--- config.mk ---
export PLATFORM = sky130hd
export DESIGN_NAME = axil_timer_irq
export DESIGN_NICKNAME = d
export VERILOG_FILES = /design/src/rtl/axil_timer_pkg.sv /design/src/rtl/axil_reg_slave.sv /design/src/rtl/axil_timer_irq.sv
export SDC_FILE = /design/constraint.sdc
export NUM_CORES = 1
export LEC_CHECK = 0
export ABC_AREA = 1
export BUFFER_PORTS_ARGS = -buffer_cell sky130_fd_sc_hd__buf_2
export CORE_ASPECT_RATIO = 0.7
export CORE_MARGIN = 3
export CORE_UTILIZATION = 60
export CTS_CLUSTER_DIAMETER = 50
export DETAILED_ROUTE_END_ITERATION = 16
export HOLD_SLACK_MARGIN = 0.03
export PLACE_DENSITY = 0.84
export REMOVE_ABC_BUFFERS = 1
export SYNTH_ARGS = -nofsm -noshare
export SYNTH_HDL_FRONTEND = slang
export SYNTH_SLANG_ARGS = --single-unit
--- constraint.sdc ---
create_clock -name clk -period 6.1 [get_ports clk]
set_clock_uncertainty 0.2 [all_clocks]
set_input_delay 0.61 -clock clk [delete_from_list [all_inputs] [get_ports clk]]
set_output_delay 0.61 -clock clk [all_outputs]
set_load 0.02 [all_outputs]
--- src/rtl/axil_timer_pkg.sv ---
// Shared constants for the AXI-Lite timer peripheral: register offsets,
// CTRL bit positions, response codes and the byte-strobe merge helper.
package axil_timer_pkg;

  // Register index, i.e. addr[4:2]
  localparam logic [2:0] REG_CTRL     = 3'd0;
  localparam logic [2:0] REG_STATUS   = 3'd1;
  localparam logic [2:0] REG_COUNT    = 3'd2;
  localparam logic [2:0] REG_COMPARE  = 3'd3;
  localparam logic [2:0] REG_PRESCALE = 3'd4;

  // CTRL bit positions
  localparam int CTRL_EN = 0;
  localparam int CTRL_IE = 1;
  localparam int CTRL_AR = 2;

  localparam logic [1:0] RESP_OKAY   = 2'b00;
  localparam logic [1:0] RESP_SLVERR = 2'b10;

  localparam logic [31:0] COMPARE_RST = 32'hFFFF_FFFF;

  // Replace each byte of old_v whose strobe bit is set with the new byte
  function automatic logic [31:0] apply_strb(input logic [31:0] old_v,
                                             input logic [31:0] new_v,
                                             input logic [3:0]  strb);
    logic [31:0] r;
    r = old_v;
    for (int b = 0; b < 4; b++) begin
      if (strb[b]) r[8*b +: 8] = new_v[8*b +: 8];
    end
    return r;
  endfunction

endpackage

--- src/rtl/axil_reg_slave.sv ---
// AXI-Lite responder front end. AW and W are captured into independent
// holding registers; once both are held a single-cycle register write strobe
// is issued and the B response raised. Reads are answered in the AR
// handshake cycle from a combinational register-file lookup.
module axil_reg_slave
  import axil_timer_pkg::*;
#(
  parameter int ADDR_WIDTH = 32,
  parameter int DATA_WIDTH = 32,
  parameter int STRB_WIDTH = DATA_WIDTH/8
) (
  input  logic                  clk,
  input  logic                  rst,
  // write address
  input  logic [ADDR_WIDTH-1:0] s_axil_awaddr_i,
  input  logic                  s_axil_awvalid_i,
  output logic                  s_axil_awready_o,
  // write data
  input  logic [DATA_WIDTH-1:0] s_axil_wdata_i,
  input  logic [STRB_WIDTH-1:0] s_axil_wstrb_i,
  input  logic                  s_axil_wvalid_i,
  output logic                  s_axil_wready_o,
  // write response
  output logic [1:0]            s_axil_bresp_o,
  output logic                  s_axil_bvalid_o,
  input  logic                  s_axil_bready_i,
  // read address
  input  logic [ADDR_WIDTH-1:0] s_axil_araddr_i,
  input  logic                  s_axil_arvalid_i,
  output logic                  s_axil_arready_o,
  // read data
  output logic [DATA_WIDTH-1:0] s_axil_rdata_o,
  output logic [1:0]            s_axil_rresp_o,
  output logic                  s_axil_rvalid_o,
  input  logic                  s_axil_rready_i,
  // register file write strobe
  output logic                  wr_en_o,
  output logic [ADDR_WIDTH-1:0] wr_addr_o,
  output logic [DATA_WIDTH-1:0] wr_data_o,
  output logic [STRB_WIDTH-1:0] wr_strb_o,
  input  logic                  wr_err_i,
  // register file read port
  output logic                  rd_en_o,
  output logic [ADDR_WIDTH-1:0] rd_addr_o,
  input  logic [DATA_WIDTH-1:0] rd_data_i,
  input  logic                  rd_err_i
);

  logic                  aw_held_q, aw_held_d;
  logic [ADDR_WIDTH-1:0] awaddr_q,  awaddr_d;
  logic                  w_held_q,  w_held_d;
  logic [DATA_WIDTH-1:0] wdata_q,   wdata_d;
  logic [STRB_WIDTH-1:0] wstrb_q,   wstrb_d;
  logic                  bvalid_q,  bvalid_d;
  logic [1:0]            bresp_q,   bresp_d;
  logic                  rvalid_q,  rvalid_d;
  logic [DATA_WIDTH-1:0] rdata_q,   rdata_d;
  logic [1:0]            rresp_q,   rresp_d;

  // A channel only accepts while its holding slot is empty and no B is owed
  assign s_axil_awready_o = !aw_held_q && !bvalid_q;
  assign s_axil_wready_o  = !w_held_q  && !bvalid_q;
  assign s_axil_bvalid_o  = bvalid_q;
  assign s_axil_bresp_o   = bresp_q;

  // Only one read outstanding: a pending R blocks the next AR
  assign s_axil_arready_o = !rvalid_q;
  assign s_axil_rvalid_o  = rvalid_q;
  assign s_axil_rdata_o   = rdata_q;
  assign s_axil_rresp_o   = rresp_q;

  // bvalid masks the strobe so a held pair writes exactly once
  assign wr_en_o   = aw_held_q && w_held_q && !bvalid_q;
  assign wr_addr_o = awaddr_q;
  assign wr_data_o = wdata_q;
  assign wr_strb_o = wstrb_q;

  assign rd_en_o   = s_axil_arvalid_i && s_axil_arready_o;
  assign rd_addr_o = s_axil_araddr_i;

  // Write path next state: capture, respond, release on B handshake
  always_comb begin
    aw_held_d = aw_held_q;
    awaddr_d  = awaddr_q;
    w_held_d  = w_held_q;
    wdata_d   = wdata_q;
    wstrb_d   = wstrb_q;
    bvalid_d  = bvalid_q;
    bresp_d   = bresp_q;
    if (s_axil_awvalid_i && s_axil_awready_o) begin
      aw_held_d = 1'b1;
      awaddr_d  = s_axil_awaddr_i;
    end
    if (s_axil_wvalid_i && s_axil_wready_o) begin
      w_held_d = 1'b1;
      wdata_d  = s_axil_wdata_i;
      wstrb_d  = s_axil_wstrb_i;
    end
    if (wr_en_o) begin
      bvalid_d = 1'b1;
      bresp_d  = wr_err_i ? RESP_SLVERR : RESP_OKAY;
    end else if (bvalid_q && s_axil_bready_i) begin
      bvalid_d  = 1'b0;
      aw_held_d = 1'b0;
      w_held_d  = 1'b0;
    end
  end

  // Read path next state: register data at AR handshake, hold until rready
  always_comb begin
    rvalid_d = rvalid_q;
    rdata_d  = rdata_q;
    rresp_d  = rresp_q;
    if (rd_en_o) begin
      rvalid_d = 1'b1;
      rdata_d  = rd_err_i ? '0 : rd_data_i;
      rresp_d  = rd_err_i ? RESP_SLVERR : RESP_OKAY;
    end else if (rvalid_q && s_axil_rready_i) begin
      rvalid_d = 1'b0;
    end
  end

  // State registers; reset discards any held request without a response
  always_ff @(posedge clk) begin
    if (rst) begin
      aw_held_q <= 1'b0;
      awaddr_q  <= '0;
      w_held_q  <= 1'b0;
      wdata_q   <= '0;
      wstrb_q   <= '0;
      bvalid_q  <= 1'b0;
      bresp_q   <= RESP_OKAY;
      rvalid_q  <= 1'b0;
      rdata_q   <= '0;
      rresp_q   <= RESP_OKAY;
    end else begin
      aw_held_q <= aw_held_d;
      awaddr_q  <= awaddr_d;
      w_held_q  <= w_held_d;
      wdata_q   <= wdata_d;
      wstrb_q   <= wstrb_d;
      bvalid_q  <= bvalid_d;
      bresp_q   <= bresp_d;
      rvalid_q  <= rvalid_d;
      rdata_q   <= rdata_d;
      rresp_q   <= rresp_d;
    end
  end

endmodule

--- src/rtl/axil_timer_irq.sv ---
// AXI-Lite timer peripheral: register file, prescaler, 32-bit counter with
// compare/auto-reload, and a level interrupt (pending & IE).
module axil_timer_irq
  import axil_timer_pkg::*;
#(
  parameter int ADDR_WIDTH = 32,
  parameter int DATA_WIDTH = 32,
  parameter int STRB_WIDTH = DATA_WIDTH/8
) (
  input  logic                  clk,
  input  logic                  rst,
  input  logic [ADDR_WIDTH-1:0] s_axil_awaddr,
  input  logic [2:0]            s_axil_awprot,
  input  logic                  s_axil_awvalid,
  output logic                  s_axil_awready,
  input  logic [DATA_WIDTH-1:0] s_axil_wdata,
  input  logic [STRB_WIDTH-1:0] s_axil_wstrb,
  input  logic                  s_axil_wvalid,
  output logic                  s_axil_wready,
  output logic [1:0]            s_axil_bresp,
  output logic                  s_axil_bvalid,
  input  logic                  s_axil_bready,
  input  logic [ADDR_WIDTH-1:0] s_axil_araddr,
  input  logic [2:0]            s_axil_arprot,
  input  logic                  s_axil_arvalid,
  output logic                  s_axil_arready,
  output logic [DATA_WIDTH-1:0] s_axil_rdata,
  output logic [1:0]            s_axil_rresp,
  output logic                  s_axil_rvalid,
  input  logic                  s_axil_rready,
  output logic                  irq
);

  logic                  wr_en;
  logic [ADDR_WIDTH-1:0] wr_addr;
  logic [DATA_WIDTH-1:0] wr_data;
  logic [STRB_WIDTH-1:0] wr_strb;
  logic                  wr_err;
  logic                  rd_en;
  logic [ADDR_WIDTH-1:0] rd_addr;
  logic [DATA_WIDTH-1:0] rd_data;
  logic                  rd_err;

  logic [2:0]  ctrl_q,     ctrl_d;
  logic        pending_q,  pending_d;
  logic [31:0] count_q,    count_d;
  logic [31:0] compare_q,  compare_d;
  logic [15:0] prescale_q, prescale_d;
  logic [15:0] pre_q,      pre_d;

  logic        tick;
  logic        match;
  logic        wr_hit;
  logic [31:0] merged;
  logic [31:0] ctrl_ext;
  logic [31:0] pre_ext;

  // Protection bits, byte offset and the read strobe carry no meaning here
  logic unused_sig;
  assign unused_sig = ^{s_axil_awprot, s_axil_arprot, wr_addr[1:0], rd_addr[1:0], rd_en};

  axil_reg_slave #(
    .ADDR_WIDTH (ADDR_WIDTH),
    .DATA_WIDTH (DATA_WIDTH),
    .STRB_WIDTH (STRB_WIDTH)
  ) u_slave (
    .clk              (clk),
    .rst              (rst),
    .s_axil_awaddr_i  (s_axil_awaddr),
    .s_axil_awvalid_i (s_axil_awvalid),
    .s_axil_awready_o (s_axil_awready),
    .s_axil_wdata_i   (s_axil_wdata),
    .s_axil_wstrb_i   (s_axil_wstrb),
    .s_axil_wvalid_i  (s_axil_wvalid),
    .s_axil_wready_o  (s_axil_wready),
    .s_axil_bresp_o   (s_axil_bresp),
    .s_axil_bvalid_o  (s_axil_bvalid),
    .s_axil_bready_i  (s_axil_bready),
    .s_axil_araddr_i  (s_axil_araddr),
    .s_axil_arvalid_i (s_axil_arvalid),
    .s_axil_arready_o (s_axil_arready),
    .s_axil_rdata_o   (s_axil_rdata),
    .s_axil_rresp_o   (s_axil_rresp),
    .s_axil_rvalid_o  (s_axil_rvalid),
    .s_axil_rready_i  (s_axil_rready),
    .wr_en_o          (wr_en),
    .wr_addr_o        (wr_addr),
    .wr_data_o        (wr_data),
    .wr_strb_o        (wr_strb),
    .wr_err_i         (wr_err),
    .rd_en_o          (rd_en),
    .rd_addr_o        (rd_addr),
    .rd_data_i        (rd_data),
    .rd_err_i         (rd_err)
  );

  // Valid window is 0x00..0x13; anything above, or aliased through upper bits, errors
  function automatic logic addr_bad(input logic [ADDR_WIDTH-1:0] a);
    return (a[ADDR_WIDTH-1:5] != '0) || (a[4:2] > REG_PRESCALE);
  endfunction

  assign wr_err = addr_bad(wr_addr);
  assign rd_err = addr_bad(rd_addr);
  assign wr_hit = wr_en && !wr_err;

  assign tick  = ctrl_q[CTRL_EN] && (pre_q == prescale_q);
  assign match = tick && (count_q == compare_q);
  assign irq   = pending_q && ctrl_q[CTRL_IE];

  assign ctrl_ext = {29'd0, ctrl_q};
  assign pre_ext  = {16'd0, prescale_q};

  // Register read mux; unmapped addresses read as zero
  always_comb begin
    rd_data = '0;
    if (!rd_err) begin
      case (rd_addr[4:2])
        REG_CTRL:     rd_data = ctrl_ext;
        REG_STATUS:   rd_data = {31'd0, pending_q};
        REG_COUNT:    rd_data = count_q;
        REG_COMPARE:  rd_data = compare_q;
        REG_PRESCALE: rd_data = pre_ext;
        default:      rd_data = '0;
      endcase
    end
  end

  // Timer and register-file next state. Bus writes are applied after the
  // timer update so a written COUNT beats a tick; the pending set is applied
  // last so it beats a same-cycle W1C.
  always_comb begin
    ctrl_d     = ctrl_q;
    pending_d  = pending_q;
    count_d    = count_q;
    compare_d  = compare_q;
    prescale_d = prescale_q;
    pre_d      = pre_q;
    merged     = '0;

    if (ctrl_q[CTRL_EN]) pre_d = tick ? 16'd0 : pre_q + 16'd1;
    if (tick) count_d = (match && ctrl_q[CTRL_AR]) ? 32'd0 : count_q + 32'd1;

    if (wr_hit) begin
      case (wr_addr[4:2])
        REG_CTRL: begin
          merged = apply_strb(ctrl_ext, wr_data, wr_strb);
          ctrl_d = merged[2:0];
        end
        REG_STATUS: begin
          if (wr_strb[0] && wr_data[0]) pending_d = 1'b0;
        end
        REG_COUNT: begin
          count_d = apply_strb(count_q, wr_data, wr_strb);
        end
        REG_COMPARE: begin
          compare_d = apply_strb(compare_q, wr_data, wr_strb);
        end
        REG_PRESCALE: begin
          merged     = apply_strb(pre_ext, wr_data, wr_strb);
          prescale_d = merged[15:0];
          if (|wr_strb) pre_d = 16'd0;
        end
        default: ;
      endcase
    end

    if (match) pending_d = 1'b1;
  end

  // Timer/register state
  always_ff @(posedge clk) begin
    if (rst) begin
      ctrl_q     <= 3'd0;
      pending_q  <= 1'b0;
      count_q    <= 32'd0;
      compare_q  <= COMPARE_RST;
      prescale_q <= 16'd0;
      pre_q      <= 16'd0;
    end else begin
      ctrl_q     <= ctrl_d;
      pending_q  <= pending_d;
      count_q    <= count_d;
      compare_q  <= compare_d;
      prescale_q <= prescale_d;
      pre_q      <= pre_d;
    end
  end

endmodule

==> results.py, run 1 <==
metrics = {
    "critical_path": {
        "rrSetupSlack_ns": 2.95,
        "crit_start": "ctrl_q[0]",
        "cp.required_ns": 6.28,
        "r2r_end": "count_q[29]",
        "cp-start-kind": "flop",
        "crit_type": "reg -> reg",
        "critPathCaptureType": "flop",
        "slowest_delay_ns": 0.50,
        "critical-path-top-delay-family": "simple AND/OR/NAND/NOR gates",
        "r2r_start": "ctrl_q[0]",
        "cp_cell_sequence": "inv_2 > a21oi_2 > nand3_2 > nor2_4 > nand2_2 > nor2_8 > nand3_2 > nand2_2 > inv_1 > nand2_1 > a21oi_1",
        "cp_max_fo": 43,
        "slowest_stage": "dfxtp_1",
        "crit_arrival_ns": 3.32,
        "cp_num_buf_inv": 2,
        "reg2regPathDepth": 11,
    },
    "sta": {
        "min_period_ns": 3.15,
        "finalHoldViolations": 0,
        "fmax_mhz": 318,
        "slew_headroom_pct": 28.4,
        "fin_setup_tns_ns": 0,
        "setup_viol": 0,
        "rsz0062_at_grt": "false",
        "period_share_pct": 51.6,
        "tightest_slew_ns": 1.07,
        "maxSlewViolCount": 0,
    },
    "drt": {
        "routed_wl_mm": 28.9,
        "drc": 0,
        "ant_nets": 0,
        "firstDrtPassIters": 7,
        "drt-initial-drc-count": 1172,
        "avgViaCountPerCell": 5.62,
        "vias": 10500,
        "wl_per_cell_um": 15.5,
    },
    "global_route": {
        "grtUsageMet1_pct": 43.0,
        "grt_busiest_layer": "met2",
        "grt_pass1_wl_mm": 46.2,
        "antenna_found_initial": 0,
        "grt_max_degree": 88,
        "grt_use_total_pct": 30.5,
        "grt_pass1_vias": 9457,
        "grt.overflow.total": 0,
        "use_met3_pct": 6.76,
        "met2_usage_pct": 47.5,
    },
    "power_and_ir_drop": {
        "p_leak_nw": 5.01,
        "comb_power_share_pct": 7.5,
        "p_switching_w": 0.000697,
        "power_frac_seq_pct": 48.2,
        "p_clk_share_pct": 44.3,
        "internal_power_w": 0.00222,
        "switching_share_pct": 23.9,
        "ir_drop_mv": 0.196,
        "cellPowerDensity_nw_per_um2": 254,
    },
    "floorplan": {
        "io-pin-count": 155,
        "initial_utilization_pct": 63.1,
        "dieArea_um2": 18400,
        "rows": 38,
        "fp.dieH_um": 114,
        "die_w_um": 161,
        "coreArea_um2": 16000,
    },
    "logic_synthesis": {
        "yosysTopAreaCell": "dfxtp_1",
        "synth_cells": 1524,
        "synth_flop_cell": "dfxtp_1",
        "async_flop_share_pct": 0,
        "synth.yosys.seq_area_share_pct": 40.5,
        "avgSynthCellArea_um2": 6.62,
        "ys.warnings.count": 0,
        "synth.most_common_cell": "nand2_1",
        "yosysUniqueCellTypes": 43,
        "synth.top_cells.by_count": "nand2_1 (366), nor2_1 (228), dfxtp_1 (204)",
        "synth_seq_cells": 204,
        "ys_top_cells_by_area": "dfxtp_1 (41%), nand2_1 (14%), nor2_1 (8.5%)",
        "synth_top_area_share_pct": 40.5,
        "synth_edf_count": 0,
        "synthesis.area_um2": 10100,
    },
    "cts": {
        "cts_max_level": 1,
        "cts_hold_buf": 0,
        "cts_tree": "built",
        "post_cts_buffers": 0,
        "numCtsBuffers": 20,
        "clkTransAtPathRegs_ns": 0.06,
        "clock-root-buffer": "clkbuf_16",
        "cts_resized": 0,
        "ctsLongestPathBuffers": 3,
        "clkLatencyLatePin_ns": 0.50,
        "numClockSinks": 204,
    },
    "outcome": {
        "status": "finished, final reports clean",
    },
    "cells_and_area": {
        "n_antenna_cell": 0,
        "nFillCells": 1386,
        "stdcell_count": 1863,
        "final_nets": 1746,
        "layout-drive-gt1-share_pct": 12.6,
        "syn_to_final_growth_pct": 14.2,
    },
    "placement": {
        "gp_congestion": 0.968,
        "numPortBuffers": 142,
        "dp_hpwl_mm": 19.8,
        "placed_cells": 1829,
    },
    "min_path": {
        "hold_path_startpoint": "s_axil_awaddr[24]",
        "min_to": "u_slave.wr_addr_o[24]",
        "hold_path_depth": 3,
        "hp-class": "in -> reg",
    },
    "job": {
        "maxCapViolCount": 0,
    },
}
## cell families after synthesis
kind of cell | Yosys count | synth area share, %
flops | 204 | 40.5
other cells | 1 | 0.0372
xor+xnor | 21 | 1.82
buf+inv | 239 | 9.47
compound gates | 343 | 18.6
fa+ha+maj | 2 | 0.248
simple gates | 714 | 29.3
## state kept, by name, indices dropped and copies added, names as in the netlist, 3 cells and up
register,flops
compare_q,32
count_q,32
ctrl_q,3
pre_q,16
prescale_q,16
u_slave.s_axil_rdata_o,32
u_slave.wr_addr_o,30
u_slave.wr_data_o,32
u_slave.wr_strb_o,4
## power by group through the flow
stage               clock [W]  combinational [W]  sequential [W]
finish                0.00129           0.000219         0.00141
global placement            0           0.000210         0.00143
floorplan                   0           0.000128         0.00143
CTS                   0.00130           0.000218         0.00141
detailed placement          0           0.000216         0.00144
global route          0.00136           0.000249         0.00141
## cell usage in the layout (no fill, tap or decap), drive strengths merged, types with 3 or more instances in the layout
| cell type | n |
|---|---|
| clkbuf | 31 |
| nand3 | 54 |
| inv | 170 |
| nand4 | 19 |
| dfxtp | 204 |
| nand2 | 368 |
| o22ai | 21 |
| o21ai | 144 |
| xor2 | 18 |
| nor2 | 233 |
| o221ai | 8 |
| a21oi | 130 |
| buf | 150 |
| nor4 | 7 |
| xnor2 | 3 |
| o211ai | 31 |
| nor3 | 31 |
| clkinv | 4 |
## metal layers
layer	wire, µm	share of wire (%)
met3	3180	11
met2	12100	42
met4	741	2.6
met1	12900	45
met5	0	0
## stage by stage
| stage | worst slack (ns) | hold WS [ns] | instance area [µm²] | total power [W] | util (%) |
|---|---|---|---|---|---|
| detailed placement | 2.59 | 0.253 | 10800 | 0.00165 | 67.8 |
| global placement | 2.62 | 0.249 | 10800 | 0.00164 | 67.8 |
| floorplan | 2.48 | 0.243 | 9780 | 0.00156 | - |
| finish | 2.95 | 0.157 | 11500 | 0.00292 | 72.1 |
| CTS | 3.07 | 0.146 | 11500 | 0.00293 | 72.1 |
| global route | 2.79 | 0.170 | 11500 | 0.00302 | 72.1 |
## worst register-to-register path: cells and delay by family, from the launching register on
family / cells / cell delay (ns)
flip-flops: 1 / 0.50
buffers and inverters: 2 / 0.44
AND/OR/NAND/NOR: 7 / 1.67
AO/OA/AOI/OAI: 2 / 0.21
## cell type report
| cell class | instances | area (µm²) | share of cell area [%] |
|---|---|---|---|
| Sequential cell | 204 | 4080 | 35.5 |
| Inverter | 173 | 651 | 5.65 |
| Multi-Input combinational cell | 1082 | 5050 | 43.9 |
| Clock buffer | 31 | 613 | 5.32 |
| Timing Repair Buffer | 150 | 771 | 6.69 |
| Tap cell | 220 | 275 | 2.39 |
| Clock inverter | 3 | 65.1 | 0.565 |
## how the worst max path moves through the flow
| stage | endpoint | cells past startpoint | slack (ns) |
|---|---|---|---|
| floorplan | u_slave.s_axil_rdata_o[1] | 7 | 2.48 |
| global placement | u_slave.wr_data_o[8] | 5 | 2.62 |
| detailed placement | u_slave.wr_data_o[9] | 5 | 2.59 |
| CTS | count_q[29] | 11 | 3.07 |
| global route | count_q[29] | 11 | 2.79 |
| finish | count_q[29] | 11 | 2.95 |
(Power assumes the default switching activity.)
==> run 2: changes to the inputs <==
Settings changed: CORE_UTILIZATION 60 to 57, PLACE_DENSITY 0.84 to 0.8.
Clock period 6.1 ns to 3.1 ns, I/O delays scaled along.
==> results.py, run 2 (synthesized netlist as in run 1, its figures left out) <==
metrics = {
    "floorplan": {
        "rows": 40,
        "die_w_um": 165,
        "io-pin-count": 155,
        "dieArea_um2": 19300,
        "initial_utilization_pct": 58.4,
        "coreArea_um2": 17300,
        "fp.dieH_um": 117,
    },
    "global_route": {
        "grt.overflow.total": 0,
        "grt_pass1_wl_mm": 50.1,
        "grt_max_degree": 49,
        "grt_use_total_pct": 32.1,
        "antenna_found_initial": 0,
        "grtUsageMet1_pct": 45.5,
        "grt_pass1_vias": 10000,
        "grt_busiest_layer": "met2",
        "use_met3_pct": 5.70,
        "met2_usage_pct": 50.5,
    },
    "drt": {
        "drc": 0,
        "firstDrtPassIters": 6,
        "vias": 10800,
        "ant_nets": 0,
        "routed_wl_mm": 31.3,
        "avgViaCountPerCell": 5.51,
        "drt-initial-drc-count": 1178,
        "wl_per_cell_um": 16.0,
    },
    "critical_path": {
        "critical-path-top-delay-family": "simple AND/OR/NAND/NOR gates",
        "slowest_stage": "dfxtp_1",
        "cp_num_buf_inv": 0,
        "cp_max_fo": 6,
        "crit_type": "reg -> reg",
        "cp-start-kind": "flop",
        "cp.required_ns": 3.34,
        "cp_common_cell": "nand2_1",
        "critPathCaptureType": "flop",
        "cp_cell_sequence": "ha_1 > nand2_1 > nor3_1 > nand3_1 > nor3_1 > nand2_1 > xor2_1 > nand2_1 > a21oi_1",
        "slowest_delay_ns": 0.45,
        "crit_arrival_ns": 2.83,
    },
    "sta": {
        "maxSlewViolCount": 0,
        "period_share_pct": 83.5,
        "min_period_ns": 2.59,
        "finalHoldViolations": 0,
        "rsz0062_at_grt": "false",
        "tightest_slew_ns": 0.662,
        "setup_viol": 0,
        "fmax_mhz": 386,
        "slew_headroom_pct": 55.7,
    },
    "outcome": {
        "status": "finished, final reports clean",
    },
    "cts": {
        "clkTransAtPathRegs_ns": 0.07,
        "ctsLongestPathBuffers": 3,
        "cts_tree": "built",
        "clock-root-buffer": "clkbuf_16",
        "clkLatencyLatePin_ns": 0.51,
        "post_cts_buffers": 0,
        "numClockSinks": 204,
        "numCtsBuffers": 21,
        "cts_max_level": 1,
    },
    "cells_and_area": {
        "finalInstanceArea_um2": 12400,
        "syn_to_final_growth_pct": 22.7,
        "final_core_util_pct": 71.7,
        "layout-drive-gt1-share_pct": 12.8,
        "mostFrequentLayoutCell": "nand2_1",
        "n_antenna_cell": 0,
        "final_cell_mix": "nand2_1 (365), nor2_1 (228), dfxtp_1 (204)",
        "final_nets": 1831,
    },
    "job": {
        "maxCapViolCount": 0,
    },
    "placement": {
        "dp_hpwl_mm": 20.3,
        "numPortBuffers": 142,
        "gp_congestion": 0.979,
        "dpl_cell_area_um2": 11000,
    },
    "power_and_ir_drop": {
        "p_leak_nw": 5.39,
        "p_total_w": 0.00590,
        "ir_drop_mv": 0.459,
        "cellPowerDensity_nw_per_um2": 477,
    },
    "min_path": {
        "hp-class": "in -> reg",
    },
}
[run 2: cell types whose count changed in the layout (fill, tap and decap cells not counted)]
cell           change
inv_6              +2
dlygate4sd3_1     +71
buf_12             +2
buf_4             +11
clkinv_4           +1
clkbuf_8           -2
clkinvlp_4         +1
clkbuf_1           +2
[run 2: repair_timing]
item                                   4_1_cts  5_1_grt
gates resized for setup                      0        0
hold buffers                                71        0
endpoints found under the hold margin       70        0
[run 2: worst paths after layout]
path	end	cells after the start	startpoint	slack [ns]
worst min register to register	u_slave.s_axil_rdata_o[14]	2	u_slave.s_axil_rdata_o[14]	0.26
worst max-delay path	count_q[16]	9	count_q[1]	0.51
worst min-delay path	u_slave.s_axil_rresp_o[1]	5	s_axil_arvalid	0.08
worst max register to register	count_q[16]	9	count_q[1]	0.51
[run 2: per-stage QoR]
stage | setup TNS (ns) | std cells | setup slack (ns) | hold WS, ns
detailed placement | 0 | 1853 | 0.608 | 0.252
CTS | 0 | 1962 | 0.586 | 0.0676
global placement | 0 | 1853 | 0.665 | 0.249
finish | 0 | 1962 | 0.510 | 0.0810
global route | 0 | 1962 | 0.329 | 0.127
floorplan | -13.08 | 1459 | -0.524 | 0.179
[run 2: cell type report]
cell class / count / area, µm²
multi-input cells: 1082 / 5050
fillers: 1401 / 4890
flip-flops and latches: 204 / 4080
repair buffers: 234 / 1600
inverters: 173 / 651
clock buffers: 31 / 593
well taps: 231 / 289
clock inverters: 7 / 98.8
[run 2: worst reg2reg max path: stages (launching register included)]
cell,delay [ns]
dfxtp_1,0.45
ha_1,0.27
nand2_1,0.09
nor3_1,0.40
nand3_1,0.22
nor3_1,0.36
nand2_1,0.16
xor2_1,0.17
nand2_1,0.07
a21oi_1,0.13
[run 2: layer usage]
metal  vias to the layer above  wire, µm  share of wire, %
li1                       5331         -                 -
met1                      4818     13900                44
met2                       596     13400                43
met3                        65      3320                11
met4                         0       724               2.3
met5                         -         0                 0
[run 2: power by group]
| part | total [W] | internal, W | switching, W |
|---|---|---|---|
| registers | 0.00278 | 0.00271 | 0.0000683 |
| clock network | 0.00258 | 0.00150 | 0.00108 |
| logic | 0.000543 | 0.000213 | 0.000330 |
| total | 0.00590 | 0.00443 | 0.00147 |
